$ cat config.mk
export PLATFORM = sky130hd
export DESIGN_NAME = rsa_exp_ctrl
export DESIGN_NICKNAME = d
export VERILOG_FILES = /design/src/rtl/rsa_exp_ctrl.sv
export SDC_FILE = /design/constraint.sdc
export NUM_CORES = 1
export LEC_CHECK = 0
export ABC_CLOCK_PERIOD_IN_PS = 2050
export CORE_MARGIN = 1.5
export CORE_UTILIZATION = 40
export DETAILED_ROUTE_END_ITERATION = 10
export GPL_ROUTABILITY_DRIVEN = 0
export PLACE_DENSITY = 0.76
export SLEW_MARGIN = 20
export SYNTH_ARGS = -nofsm -noshare
export SYNTH_HDL_FRONTEND = slang
export SYNTH_SLANG_ARGS = --single-unit
$ cat constraint.sdc
create_clock -name clk -period 2.05 [get_ports clk]
set_clock_uncertainty 0.2 [all_clocks]
set_input_delay 0.3075 -clock clk [delete_from_list [all_inputs] [get_ports clk]]
set_output_delay 0.3075 -clock clk [all_outputs]
set_load 0.05 [all_outputs]
$ cat src/rtl/rsa_exp_ctrl.sv
// Left-to-right square-and-multiply sequencer for the RSA modexp datapath.
// Drives the shared modular multiplier and the accumulator load/init strobes.
module rsa_exp_ctrl #(
  parameter  int unsigned n    = 6,
  localparam int unsigned IDXW = $clog2(n)
) (
  input  logic            clk,
  input  logic            rst,
  input  logic            start,
  input  logic [n-1:0]    exp_in,
  input  logic            mul_done,
  output logic            busy,
  output logic            acc_init,
  output logic            mul_start,
  output logic            mul_op,
  output logic            acc_load,
  output logic [IDXW-1:0] bit_idx,
  output logic            done
);

  typedef enum logic [3:0] {
    IDLE     = 4'd0,
    INIT     = 4'd1,
    SQ       = 4'd2,
    WAIT_SQ  = 4'd3,
    LD_SQ    = 4'd4,
    MUL      = 4'd5,
    WAIT_MUL = 4'd6,
    LD_MUL   = 4'd7,
    FIN      = 4'd8
  } state_t;

  state_t          state_q, state_d;
  logic [n-1:0]    exp_reg, exp_d;
  logic [IDXW-1:0] idx_d;
  logic            op_d;

  // Next-state, exponent capture and bit-index walk.
  always_comb begin
    state_d = state_q;
    exp_d   = exp_reg;
    idx_d   = bit_idx;
    op_d    = mul_op;
    unique case (state_q)
      IDLE: begin
        if (start) begin
          exp_d   = exp_in;
          idx_d   = IDXW'(n - 1);
          state_d = INIT;
        end
      end
      INIT:     state_d = (exp_reg == '0) ? FIN : SQ;
      SQ:       state_d = WAIT_SQ;
      WAIT_SQ:  if (mul_done) state_d = LD_SQ;
      LD_SQ: begin
        if (exp_reg[bit_idx]) begin
          state_d = MUL;
        end else if (bit_idx == '0) begin
          state_d = FIN;
        end else begin
          idx_d   = bit_idx - IDXW'(1);
          state_d = SQ;
        end
      end
      MUL:      state_d = WAIT_MUL;
      WAIT_MUL: if (mul_done) state_d = LD_MUL;
      LD_MUL: begin
        if (bit_idx == '0) begin
          state_d = FIN;
        end else begin
          idx_d   = bit_idx - IDXW'(1);
          state_d = SQ;
        end
      end
      FIN:      state_d = IDLE;
      default:  state_d = IDLE;
    endcase
    // Operation select is latched on launch and held through the wait.
    if (state_d == SQ)  op_d = 1'b0;
    if (state_d == MUL) op_d = 1'b1;
  end

  // State register; strobes are registered decodes of the next state.
  always_ff @(posedge clk) begin
    if (rst) begin
      state_q   <= IDLE;
      exp_reg   <= '0;
      bit_idx   <= '0;
      mul_op    <= 1'b0;
      busy      <= 1'b0;
      acc_init  <= 1'b0;
      mul_start <= 1'b0;
      acc_load  <= 1'b0;
      done      <= 1'b0;
    end else begin
      state_q   <= state_d;
      exp_reg   <= exp_d;
      bit_idx   <= idx_d;
      mul_op    <= op_d;
      busy      <= (state_d != IDLE);
      acc_init  <= (state_d == INIT);
      mul_start <= (state_d == SQ) || (state_d == MUL);
      acc_load  <= (state_d == LD_SQ) || (state_d == LD_MUL);
      done      <= (state_d == FIN);
    end
  end

endmodule

==> results.ini <==
[floorplan]
start_util_pct = 41.51
rows = 18
coreArea_um2 = 2432
die_x_um = 53.24
fp.dieArea_um2 = 2835
die_y_um = 53.24
ios = 19

[synth]
synth_area_per_cell_um2 = 9.015
netlist_instances = 112
synth_fp_nets = 124
ys_warn_count = 0
ys_types = 37
yosysSeqAreaShare_pct = 37.67
synth.top_cell.area_share_pct = 37.67
synth_edf_count = 0
postSynth.asyncResetShare_pct = 0
synth_seq_cells = 19
ys.flop_type = dfxtp_1
syn_area_um2 = 1010
synth_area_leaders = dfxtp_1, mux2i_1, nor2_1
yosys.area.top_type = dfxtp_1

[timing]
drv_slew = 0
worst_slew_pin_slew_ns = 0.5821
timing.slew.headroom_pct = 61.07
report.final.setup_viol = 0
hold_slack_ns = 0.3014
max_freq_mhz = 494.5
final.min_clock_period_ns = 2.022
grt_setup_unrepaired = yes
hold_viol = 0
setup_ws_ns = 0.02767
fin_crit_sh_pct = 98.65

[critical_path]
crit_buf_inv = 0
slowest_stage = or4_4
critPathMaxStageDelay_ns = 0.56
critPathArrivalTime_ns = 2.07
worstSetupPathType = reg -> reg
crit_required_ns = 2.10
reg2reg_depth = 5
cp-end-kind = register
crit_fanout = 4
startpoint_type = register
r2r_setup_slack_ns = 0.03
timing.rr.start = exp_reg[3]
r2r-end = acc_init
crit_chain = or4_4 -> o41ai_4 -> a21o_1 -> and2_1 -> and4bb_1
cp_top_family = simple AND/OR/NAND/NOR gates

[routing]
wl_um = 2328
drtIter0Drc = 16
first_pass_iters = 4
detail-route-antenna-nets = 0
route.met3.wl_um = 60
highest_layer = met4
drc = 0
via_count = 882
wl_met1_um = 1095
wl_met2_um = 1150
wl_per_cell_um = 14.11
viasPerCell = 5.345

[clocking]
htreeDepth = 1
tritoncts = yes
clk_path_buf_depth = 2
clk_latency_ns = 0.31
clk_pin_slew_ns = 0.11
cts_buffers = 3
clock-sinks = 19
root_buffer = clkbuf_4

[global_routing]
grt_pass1_wl_um = 3698
antenna_found_initial = 0
grt_pass1_vias = 821
grt_max_degree = 17
globalRouteTotalUtil_pct = 17.29
grt.overflow.total = 0

[final_layout]
instances_no_fill = 165
finalInstanceArea_um2 = 1350
nFillCells = 219
diodes = 0
fin_nets = 148
regArea_um2 = 392.9
largest_reg_flops = 6
layout_commonest_cell = clkdlybuf4s50_1
area_growth_syn_to_layout_pct = 33.70
multi_input_area_um2 = 631.9
mostFrequentLayoutCells = clkdlybuf4s50_1, nor2_1, dfxtp_1, mux2i_1
drive_gt1_share_pct = 22.22

[placed_design]
dpl.cell_count = 160
place_area_um2 = 1276
portBuffers = 18
dp_worst_setup_slack_ns = -0.01387
detailed_place_hpwl_um = 1689

[power]
p_sw_share_pct = 34.83
finalPower_w = 0.0009463
power.density_nw_per_um2 = 700.9
seq_power_share_pct = 46.7
p_switching_w = 0.0003296
p_int_w = 0.0006167
irDropWorstVdd_uv = 366.7
combPwrFrac_pct = 32.7
power_frac_clock_pct = 20.6
leakage_nw = 0.5263

[worst_hold_path]
min_path_type = reg -> reg
hold_depth = 2
worstHoldEndpoint = mul_op
hold_start = mul_op

[run_status]
status = finished clean

[flow_run]
maxCapViolCount = 0

-- metrics by stage --
step,util [%],setup TNS [ns]
floorplan,-,-0.01294
global placement,52.47,0
detailed placement,52.47,-0.02307
CTS,53.91,0
global route,55.50,-0.1254
finish,55.50,0
-- worst reg2reg max path: cells and delay by family, from the launching register on --
family	cells	cell delay, ns
AOI/OAI and AO/OA	2	0.46
DFF	1	0.35
and+or+nand+nor	3	0.96
-- logic make-up (layout without fill, tap and decap cells) --
family / after synthesis / after routing / share of synthesized area (%)
flip-flops: 19 / 19 / 37.67
multiplexers: 9 / 9 / 9.046
buffers and inverters: 10 / 33 / 3.717
XOR/XNOR: 1 / 1 / 0.8676
AND/OR/NAND/NOR: 45 / 45 / 24.91
adder cells (fa/ha/maj): 2 / 2 / 2.478
AO/OA/AOI/OAI: 26 / 26 / 21.31
-- power groups by stage --
| stage | logic [W] | registers [W] | clock network [W] |
|---|---|---|---|
| CTS | 0.000296 | 0.000439 | 0.000201 |
| detailed placement | 0.000291 | 0.000446 | 0 |
| global placement | 0.000285 | 0.000444 | 0 |
| global route | 0.000334 | 0.000447 | 0.000212 |
| floorplan | 0.000166 | 0.000483 | 0 |
| finish | 0.000309 | 0.000442 | 0.000195 |
-- cells in the mapped netlist (all sizes together) (3+ instances only) --
cell type	n
nand2b	4
a21oi	7
clkbuf	5
dfxtp	19
inv	4
a211oi	3
and2	3
nor2	17
nor2b	4
nand2	5
mux2i	8
a21o	3
-- how the worst max path moves through the flow --
| stage | start | to | depth (start not counted) |
|---|---|---|---|
| floorplan | bit_idx[1] | acc_init | 5 |
| CTS | bit_idx[0] | bit_idx[0] | 1 |
| global placement | mul_done | acc_load | 6 |
| detailed placement | exp_reg[3] | busy | 5 |
| global route | exp_reg[3] | acc_init | 5 |
| finish | exp_reg[3] | acc_init | 5 |
-- metal layers --
metal  up-vias  track usage, %
met5         -               0
met4         0           5.983
met3         3           1.130
met2        15           29.42
met1       416           22.77
li1        448               -
-- repair_timing --
| action | 4_1_cts | 5_1_grt |
|---|---|---|
| hold buffers | 0 | 0 |
| pin swaps | 0 | 1 |
| setup buffers | 0 | 1 |
| gates resized for setup | 1 | 7 |
| setup endpoints to repair | 2 | 8 |
-- area by class of cell --
type                            instances  share of cell area (%)
Timing Repair Buffer                   25                   18.17
Clock inverter                          1                  0.3707
Sequential cell                        19                   29.10
Multi-Input combinational cell         83                   46.80
Tap cell                               30                   2.780
Clock buffer                            3                   1.668
Inverter                                4                   1.112
Power figures use the tool's default switching activity.
